<file path="src/rtl/fetch_pc_unit.sv">
// Fetch-side program counter: sequential +4, stall hold, and EX-driven redirects,
// with one-deep buffering of a redirect that arrives while fetch is stalled.
//
// state      | meaning
// -----------+-------------------------------------------------------------
// ST_RUN     | no buffered redirect; PC advances, holds, or jumps directly
// ST_PENDING | redirect captured during a stall; applied when Stall drops
module fetch_pc_unit #(
  parameter int PC_W     = 9,
  parameter int RESET_PC = 0,
  parameter int CNT_W    = 16
) (
  input  logic             clk,
  input  logic             reset,
  input  logic             Stall,
  input  logic             PcSel,
  input  logic [31:0]      BrPC,
  output logic [PC_W-1:0]  PC,
  output logic             Flush_IF_ID,
  output logic             Flush_ID_EX,
  output logic             Redirect_Pending,
  output logic             Misalign_Err,
  output logic [CNT_W-1:0] Redirect_Count
);

  typedef enum logic {ST_RUN, ST_PENDING} state_t;

  state_t            r_state;
  logic [PC_W-1:0]   r_pc;
  logic [PC_W-1:0]   r_pend_tgt;
  logic              r_misalign;
  logic [CNT_W-1:0]  r_count;

  logic [PC_W-1:0]   w_tgt;
  logic [PC_W-1:0]   w_pc_inc;
  logic              w_unused_brpc_hi;

  // Target address bits above the PC width carry no meaning for this memory.
  assign w_tgt            = {BrPC[PC_W-1:2], 2'b00};
  assign w_pc_inc         = r_pc + PC_W'(4);
  assign w_unused_brpc_hi = ^BrPC[31:PC_W];

  always_ff @(posedge clk) begin
    if (reset) begin
      r_state    <= ST_RUN;
      r_pc       <= PC_W'(RESET_PC);
      r_pend_tgt <= '0;
      r_misalign <= 1'b0;
      r_count    <= '0;
    end else begin
      if (PcSel && (BrPC[1:0] != 2'b00))
        r_misalign <= 1'b1;
      if (PcSel && (r_count != {CNT_W{1'b1}}))
        r_count <= r_count + CNT_W'(1);

      case (r_state)
        ST_RUN: begin
          if (PcSel) begin
            if (Stall) begin
              r_pend_tgt <= w_tgt;
              r_state    <= ST_PENDING;
            end else begin
              r_pc <= w_tgt;
            end
          end else if (!Stall) begin
            r_pc <= w_pc_inc;
          end
        end
        ST_PENDING: begin
          // A newer redirect always supersedes the buffered one.
          if (PcSel) begin
            if (Stall) begin
              r_pend_tgt <= w_tgt;
            end else begin
              r_pc    <= w_tgt;
              r_state <= ST_RUN;
            end
          end else if (!Stall) begin
            r_pc    <= r_pend_tgt;
            r_state <= ST_RUN;
          end
        end
        default: r_state <= ST_RUN;
      endcase
    end
  end

  // Wrong-path squash happens in the cycle the redirect is presented, stalled or not.
  assign Flush_IF_ID      = PcSel;
  assign Flush_ID_EX      = PcSel;
  assign PC               = r_pc;
  assign Redirect_Pending = (r_state == ST_PENDING);
  assign Misalign_Err     = r_misalign;
  assign Redirect_Count   = r_count;

endmodule

</file>
<file path="config.mk">
export PLATFORM = sky130hd
export DESIGN_NAME = fetch_pc_unit
export DESIGN_NICKNAME = d
export VERILOG_FILES = /design/src/rtl/fetch_pc_unit.sv
export SDC_FILE = /design/constraint.sdc
export NUM_CORES = 1
export LEC_CHECK = 0
export CAP_MARGIN = 20
export CORE_UTILIZATION = 40
export CTS_CLUSTER_DIAMETER = 150
export DETAILED_ROUTE_END_ITERATION = 10
export GPL_ROUTABILITY_DRIVEN = 0
export PLACE_DENSITY = 0.75
export SYNTH_ARGS = -nofsm -noshare
export SYNTH_HDL_FRONTEND = slang
export SYNTH_SLANG_ARGS = --single-unit
</file>
<file path="constraint.sdc">
create_clock -name clk -period 3.35 [get_ports clk]
set_clock_uncertainty 0.05 [all_clocks]
set_input_delay 0.67 -clock clk [delete_from_list [all_inputs] [get_ports clk]]
set_output_delay 0.67 -clock clk [all_outputs]
set_load 0.005 [all_outputs]
</file>
; Yosys cells after proc, flatten, opt, wreduce, memory -nomap -nowiden
; Cells that the tools add are included.
[word_totals]
output_inout_bits = 29
register_bits = 36
in_bits = 36
ram_bits = 0
mem_count = 0
rom_bits = 0
latchBits = 0
elab_cells = 27
[op_classes]
magnitude_cmp = 0
shifts = 0
n_reduce_logical = 5
n_eq_ne = 3
n_bitwise = 1
n_mux = 11
div_mod_pow = 0
addsub = 2
n_mul = 0
[ops]
columns = op, n
row1 = 9-bit 2-to-1 mux, 7
row2 = 9-bit case mux with 2 select lines, 1
row3 = "16-bit by 1-bit adder with 16-bit output, second input constant", 1
row4 = "16-bit != test, second input constant", 1
row5 = "9-bit by 3-bit adder with 9-bit output, second input constant", 1
row6 = "3-bit != test, second input constant", 2
row7 = 2-bit AND reduction, 2
row8 = 1-bit logical AND, 2
row9 = 1-bit 2-to-1 mux, 2
row10 = 1-bit case mux with 2 select lines, 1
row11 = 2-bit nonzero test, 1
row12 = 1-bit NOT, 1

; Logic depth before layout (Yosys ltp)
[depth]
ltp_word = 4
mapped_depth = 6
depth_no_buf = 5

; Worst setup path after synthesis
; OpenSTA, ideal clock, no wires.
[synth_path]
path_kind = in2reg
from = input port PcSel
to = register r_count[13], in the netlist Redirect_Count[13]
setup_time_ns = 0.134
slack_ns = 1.415
cell_stages = 5
required_time_ns = 3.166
t_arrival_ns = 1.751
n_path_buf = 1
path_cell_list = buf_4 nand3_4 or4_4 a311oi_2 nor4_1
[synth_between]
elab_chain_len = 1
[synth_lines]
columns = item, line
row1 = start: declaration, 16  ; input logic PcSel,
row2 = 1-bit logical AND, 53  ; if (PcSel && (r_count != {CNT_W{1'b1}}))
row3 = end signal: assignment, 54  ; r_count <= r_count + CNT_W'(1);
row4 = end: declaration, 32  ; logic [CNT_W-1:0] r_count;
; No other way between the ends.
; A chain may end at the register's enable or synchronous reset.

; Worst setup path in the final report
[layout_path]
from = input port PcSel
to = output port Flush_ID_EX
[layout_lines]
columns = item, line
row1 = end: declaration, 20  ; output logic Flush_ID_EX,
; No word-level cell between the ends.

==> impl_metrics.env <==
export IMPL_cpMaxStageDelayCell="clkdlybuf4s50_1"
export IMPL_cts_resized=0
export IMPL_cts_buffers_inserted=5
export IMPL_cp_cell_sequence="clkdlybuf4s50_1 -> clkdlybuf4s50_1"
export IMPL_ys_types=49
export IMPL_grt_pass1_vias=1478
export IMPL_grtUsageTotal_pct=19.4
export IMPL_slew_headroom_pct=47.7
export IMPL_min_period_ns=2.48
export IMPL_dp_hpwl_um=2820
export IMPL_cts_max_level=2
export IMPL_critical_path_top_delay_family="buffers and inverters"
export IMPL_yosysMostFrequentCell="dfxtp_1"
export IMPL_die_area_um2=4680
export IMPL_setup_tns_ns=0
export IMPL_portBuffers=41
export IMPL_synth_nets=256
export IMPL_critPathMaxFanout=4
export IMPL_dp_cells=299
export IMPL_intPower_w=0.000637
export IMPL_finalInstanceArea_um2=2290
export IMPL_synth_top_cell_area_share_pct=38.6
export IMPL_crit_path_start="PcSel"
export IMPL_synth_common_cells="dfxtp_1 (34), nand2_1 (24), a21oi_1 (21), nor2_1 (17)"
export IMPL_slew_violations=0
export IMPL_cts_root_buf="clkbuf_8"
export IMPL_fin_nets=294
export IMPL_die_h_um=68.4
export IMPL_drcViolationCount=0
export IMPL_drt_total_wl_um=4100
export IMPL_final_antenna_net_count=0
export IMPL_cap_violations=0
export IMPL_power_density_nw_per_um2=368
export IMPL_switching_share_pct=24.5
export IMPL_clockBufferDepth=2
export IMPL_combPwrFrac_pct=11.7
export IMPL_setup_viol=0
export IMPL_pin_count=65
export IMPL_grt_pass1_wl_um=6800
export IMPL_synth_seq_cells=34
export IMPL_grt_overflow=0
export IMPL_path_buf_inv=2
export IMPL_coreArea_um2=4120
export IMPL_final_period_utilization_pct=74.1
export IMPL_pwr_share_clk_pct=36.8
export IMPL_cpMostUsedCell="clkdlybuf4s50_1"
export IMPL_netlist_area_um2=1770
export IMPL_layout_drive_gt1_share_pct=8.17
export IMPL_syn_avg_cell_area_um2=8.10
export IMPL_p_seq_share_pct=51.4
export IMPL_worst_slew_pin_slew_ns=0.781
export IMPL_ir_drop_uv=250
export IMPL_clock_sinks=34
export IMPL_outcome="finished, final reports clean"
export IMPL_synth_edf_count=0
export IMPL_cts_setup_buffers=0
export IMPL_num_antenna_cells=0
export IMPL_cts_tree="yes"
export IMPL_clk_latency_ns=0.28
export IMPL_die_width_um=68.4
export IMPL_synthFlopType="dfxtp_1"
export IMPL_wl_per_cell_um=13.4
export IMPL_finalNonFillerCells=307
export IMPL_worstHoldStart="Misalign_Err$_SDFFE_PP0P_"
export IMPL_grt_setup_unrepaired="no"
export IMPL_yosys_warnings=0
export IMPL_netSwitchingPower_w=0.000207
export IMPL_grt_max_degree=36
export IMPL_crit_path_max_incr_delay_ns=0.56
export IMPL_first_pass_iters=4
export IMPL_whs_ns=0.402
export IMPL_crit_required_ns=2.63
export IMPL_rows=23
export IMPL_worstSetupEndpointType="output pin"
export IMPL_hp_class="flop to flop"
export IMPL_antenna_found_initial=0
export IMPL_power_leakage_nw=0.824
export IMPL_ys_seq_area_share_pct=38.6
export IMPL_postSynthCellCount=218
export IMPL_synth_top_cell_by_area="dfxtp_1"
export IMPL_synth_area_top_cells="dfxtp_1 (39%), a21oi_1 (6.0%), nand2_1 (5.1%), nand3_1 (3.7%), o21ai_0 (3.7%)"
export IMPL_fmax_mhz=403
export IMPL_drt_initial_drc_count=146
export IMPL_final_util_pct=55.8
export IMPL_crit_type="input port to output pin"
export IMPL_vias=1740
export IMPL_placed_cell_area_um2=2200
export IMPL_vias_per_cell=5.67
export IMPL_timing_hold_violations_final=0
export IMPL_start_util_pct=42.9
export IMPL_worstSetupStartpointType="input port"
export IMPL_timing_rr_start="Redirect_Count[0]$_SDFFE_PP0P_"
export IMPL_clk_pin_slew_ns=0.07
export IMPL_critPathArrivalTime_ns=1.76
export IMPL_area_growth_pct=30.0
export IMPL_ys_async_sr_fraction_pct=0
export IMPL_hold_buffers=0
logic make-up after synthesis:
logic type | after synthesis | share of synthesized area, %
flip-flops | 34 | 38.6
multiplexers | 6 | 3.47
adder cells (fa/ha/maj) | 2 | 1.42
AO/OA/AOI/OAI | 54 | 19.1
buffers and inverters | 18 | 4.53
AND/OR/NAND/NOR | 103 | 32.5
XOR/XNOR | 1 | 0.496
path summary, 6_finish.rpt:
check	endpoint	slack (ns)	cells after the start
hold / removal	Misalign_Err$_SDFFE_PP0P_	0.40	2
setup reg to reg	Redirect_Count[9]$_SDFFE_PP0P_	1.39	5
hold reg to reg	Misalign_Err$_SDFFE_PP0P_	0.40	2
setup / recovery	Flush_ID_EX	0.87	2
placed cells by master (no fill, tap or decap), types with 4 or more instances in the layout:
master and n:
mux2i_1 5, nand3_1 13, nor4_1 5, and3_1 5, nand2_1 24, nor3_1 10
clkbuf_8 6, clkdlybuf4s50_1 41, nor3b_1 4, o21ai_0 13, nor2_1 17, nand4_1 5
dfxtp_1 34, buf_4 4, a21oi_1 21, inv_1 4
area by class of cell:
cell class,count,area [um^2]
inverter,4,15.0
timing repair buffer,45,440
clock buffer,7,86.3
tap,50,62.6
sequential,34,681
fill,422,1820
multi-input combinational,166,1000
clock inverter,1,5.00
sequential cells by signal (all words and copies together), names as in the netlist:
signal,flops
Redirect_Count,16
PC,9
r_pend_tgt,7
Misalign_Err,1
Redirect_Pending,1
power groups by stage:
stage          sequential, W  clock (W)  combinational (W)
6_report            0.000434   0.000311          0.0000991
5_1_grt             0.000437   0.000337           0.000110
3_5_place_dp        0.000443          0          0.0000988
2_1_floorplan       0.000439          0          0.0000533
3_3_place_gp        0.000443          0          0.0000977
4_1_cts             0.000434   0.000320          0.0000994
stage by stage:
| stage | setup WS, ns | power [W] |
|---|---|---|
| finish | 0.869 | 0.000844 |
| CTS | 0.859 | 0.000853 |
| global placement | 0.871 | 0.000540 |
| global route | 0.827 | 0.000884 |
| detailed placement | 0.859 | 0.000542 |
| floorplan | 1.42 | 0.000493 |
worst reg2reg max path, stage by stage (launching register included):
cell,delay (ns)
dfxtp_1,0.45
ha_1,0.34
nand4_1,0.26
nor3_4,0.34
nor4_1,0.11
mux2_1,0.31
layer usage:
metal	GRT usage [%]	part of all wire, %	wire length [um]
met2	28.2	45	1830
met3	3.83	3.7	152
met1	27.3	50	2050
met5	0	0	0
met4	8.33	1.5	63
No activity file was read; power rests on OpenSTA's default activity.
==> patch 1, RTL diff (same settings) <==
Make the reset (`reset`) asynchronous in one clocked block.
--- a/src/rtl/fetch_pc_unit.sv
+++ b/src/rtl/fetch_pc_unit.sv
@@ -42,3 +42,3 @@
 
-  always_ff @(posedge clk) begin
+  always_ff @(posedge clk or posedge reset) begin
     if (reset) begin
Function: differs if reset is asserted again (counterexample within 4 cycles, from zero or initial values and one cycle with reset high); with reset held inactive, the same outputs for 10 cycles.
==> patch 1 against the original RTL <==
- final area is 2.5% lower
- area after synthesis is 3.8% lower
- sequential cell count stayed put
- wire length is 14% lower
- final cell count is 15% lower
- worst setup slack better by 85 ps
- non-clock buffer count is 1 lower
- maximum frequency is 3.5% higher
Power is not compared: it rests on default switching activity, and its combinational part moved more than twofold at a synthesized area within 25%.
==> patch 1: results (changes against the original RTL) <==
[global_route]
grt_pass1_wl_um = 5740  ; -16%
grt.met3_usage_pct = 4.05  ; +0.22 points
met1_usage_pct = 24.0  ; -3.3 points
grt_util_met2_pct = 25.5  ; -2.7 points
grt.total_usage_pct = 17.5  ; -1.8 points
grt_pass1_vias = 1233  ; -17%
grt_max_degree = 35  ; -2.8%

[worst_setup_path]
rrSetupSlack_ps = 1320  ; -70 ps
r2r-end = Redirect_Count[1]
r2r_cells = 5  ; unchanged
cp_max_fo = 3  ; -1
arrival_ps = 1680  ; -80 ps
critical-path-max-stage-delay_ps = 510  ; -50 ps
timing.rr.start = Redirect_Count[0]

[finish]
drive_gt1_share_pct = 11.4  ; +3.3 points
multi_input_gates = 122  ; -27%
finalNonFillerCells = 260  ; -15%
clock_area_share_pct = 4.08  ; +0.10 points
buffer_area_share_pct = 19.4  ; +0.16 points
nNonClkInverters = 2  ; -2
multi_input_area_share_pct = 35.4  ; -8.4 points
nets = 247  ; -16%
seqCellArea_um2 = 851  ; +25%

[logic_synthesis]
synth_ff_type = dfrtp_1
synthAdderAreaFrac_pct = 1.47  ; +0.056 points
ys_types = 37  ; -24%
yosys-top-cells-area = dfrtp_1, mux2_2, o21ai_0, xnor2_1, nand2_1
ys_seq_area_share_pct = 50.1  ; +12 points
synth_compound_area_share_pct = 10.5  ; -8.5 points
synthXorXnorAreaFrac_pct = 6.71  ; +6.2 points
synth_mux_area_share_pct = 5.90  ; +2.4 points
synth_cells = 168  ; -23%
ys_top_cells_by_count = dfrtp_1, nand2_1, o21ai_0
syn-num-nets = 206  ; -20%
synthArstFlopShare_pct = 100  ; +100 points

[placed_design]
preCtsSetupSlack_ps = 925  ; +65.8 ps
dp_hpwl_um = 2480  ; -12%
placed_area_mm2 = 0.00215  ; -2.6%

[routing]
met1_length_um = 1680  ; -18%
vias_per_cell = 5.33  ; -5.9%
wl_met2_um = 1610  ; -12%
drtIter0Drc = 111  ; -24%
post_drt_wl_per_cell_um = 13.5  ; +1.2%

[sta]
finalCritPeriodShare_pct = 71.5  ; -2.5 points
worst_slew_pin_slew_ps = 533  ; -249 ps

[clock_network]
post_cts_resized = 0  ; unchanged
cts_root_buf = clkbuf_8

[run_status]
status = complete, no violations

==> patch 1: how the worst min path moves through the flow <==
| stage | end | from | cells after the start | slack, ps |
|---|---|---|---|---|
| detailed placement | Misalign_Err | Misalign_Err | 1 | 410 |
| global route | PC[0] | PC[0] | 1 | 460 |
| floorplan | Misalign_Err | Misalign_Err | 1 | 410 |
| global placement | Misalign_Err | Misalign_Err | 1 | 410 |
| finish | Misalign_Err | Misalign_Err | 1 | 430 |
| CTS | Misalign_Err | Misalign_Err | 1 | 440 |
==> patch 1: through the flow <==
step / power, uW / hold slack [ps]
floorplan: 697 / 409
global placement: 859 / 407
detailed placement: 867 / 410
CTS: 1180 / 436
global route: 1230 / 460
finish: 1170 / 427
==> patch 1: cell families (layout without fill, tap and decap cells) <==
kind of cell	count (synthesis)	in the layout
AO/OA/AOI/OAI	30	30
AND/OR/NAND/NOR	68	68
adder cells (fa/ha/maj)	2	2
flip-flops	34	34
XOR/XNOR	13	13
multiplexers	9	9
buffers and inverters	12	54
==> patch 2, RTL diff (same settings) <==
Made on the original files. Change the parameter `CNT_W` from 16 to 20.
--- a/src/rtl/fetch_pc_unit.sv
+++ b/src/rtl/fetch_pc_unit.sv
@@ -10,3 +10,3 @@
   parameter int RESET_PC = 0,
-  parameter int CNT_W    = 16
+  parameter int CNT_W    = 20
 ) (
Interface: changed (resized Redirect_Count); port bits go from 65 to 69. The function was not compared with the original's and may differ.
==> patch 2 against the original RTL <==
- the run now ends with DRC left
- worst setup slack worse by 200 ps
- area after synthesis up 6.6%
- wire length up 1.7%
- hold slack worse by 1.9 ps
- total power up 6.8%
- sequential cell count up 4
- final area up 6.9%
- largest power group unchanged
- highest routed layer unchanged
==> patch 2: results (changes against the original RTL) <==
[run_status]
status = finished, violations left
violations = DRC

[logic_synthesis]
yosys-top-cells-area = dfxtp_1, nand2_1, a21oi_1, nor2_1, o21ai_0
ys_top_cells_by_count = dfxtp_1, nand2_1, nor2_1
syn-num-nets = 271  ; +5.9%
ys_types = 43  ; -12%
yosys_warnings = 0  ; unchanged
ys_seq_area_share_pct = 40.4  ; +1.9 points

[finish]
antenna_cells = 0  ; unchanged
drive_gt1_share_pct = 6.86  ; -1.3 points
nFillCells = 442  ; +4.7%
nets = 314  ; +6.8%
largest_reg_flops = 20  ; +4

[clock_network]
post_cts_resized = 0  ; unchanged
clkTransAtPathRegs_ps = 70  ; about the same
clk_path_buf_depth = 2  ; unchanged
insertion_delay_ps = 280  ; about the same
cts_setup_buffers = 0  ; unchanged

[routing]
vias_per_cell = 5.51  ; -2.7%
drtIter0Drc = 115  ; -21%
post_drt_wl_per_cell_um = 12.7  ; -5.1%
post-route-drc-count = 6  ; +6
wl_met3_um = 209  ; +38%
wl_met2_um = 1960  ; +6.9%
ant_nets = 0  ; unchanged
first_pass_iters = 7  ; +3
met1_length_um = 1930  ; -6.0%

[global_route]
antenna_found_initial = 0  ; unchanged
grt_pass1_wl_um = 6960  ; +2.3%
grt_max_degree = 38  ; +5.6%
grt.total_usage_pct = 17.1  ; -2.3 points
grt_pass1_vias = 1600  ; +8.3%

[power_and_ir_drop]
ir_worst_vdd_uv = 181  ; -28%
leakagePower_uw = 0.000816  ; -1.0%
p_int_uw = 689  ; +8.1%

[worst_setup_path]
cp_max_fo = 8  ; +4
critical-path-max-stage-delay_ps = 710  ; +150 ps
arrival_ps = 1960  ; +200 ps

[placed_design]
port_buffers = 45  ; +9.8%
preCtsSetupSlack_ps = 656  ; -203 ps
dp_hpwl_um = 2840  ; +0.64%

[sta]
worst_slew_margin_rel_pct = 63.1  ; +15 points

[patch 2: layout make-up]
cell class / instances / area share [%]
Clock buffer: 7 / 3.52
Clock inverter: 1 / 0.204
Inverter: 6 / 0.918
Multi-Input combinational cell: 177 / 42.4
Sequential cell: 38 / 31.0
Tap cell: 52 / 2.65
Timing Repair Buffer: 48 / 19.3
[patch 2: worst paths after layout]
kind	startpoint	cells past startpoint	slack, ps	endpoint
max	PcSel	2	670	Flush_ID_EX
min	Misalign_Err	2	400	Misalign_Err
max reg2reg	Redirect_Count[9]	5	1360	Redirect_Count[1]
min reg2reg	Misalign_Err	2	400	Misalign_Err
[patch 2: metrics by stage]
stage               total power (uW)  util, %  instances  area, um2  hold WS, ps
floorplan                        546        -        233       1880          386
global placement                 596     53.2        321       2360          385
detailed placement               599     53.2        321       2360          396
CTS                              910     55.2        329       2450          405
global route                     943     55.2        329       2450          420
finish                           902     55.2        329       2450          400
[patch 2: power by group through the flow]
stage	Combinational, uW	Sequential [uW]	Clock, uW
after floorplan	55.7	490	0
after global placement	103	493	0
after detailed placement	105	494	0
after CTS	105	483	322
after global routing	117	486	340
final	105	483	313
[patch 2: layer usage]
| metal | vias to the layer above | GRT usage (%) |
|---|---|---|
| met5 | - | 0 |
| met3 | 6 | 1.85 |
| met4 | 0 | 6.89 |
| li1 | 914 | - |
| met1 | 839 | 22.2 |
| met2 | 55 | 29.1 |
[patch 2: cell families (layout without fill, tap and decap cells)]
logic type,after synthesis,count (layout),share of synthesized area [%]
xor+xnor,10,10,4.65
mux,4,4,2.19
buf+inv,18,62,4.25
fa+ha+maj,2,2,1.33
compound gates,59,59,20.1
flops,38,38,40.4
simple gates,102,102,27.1
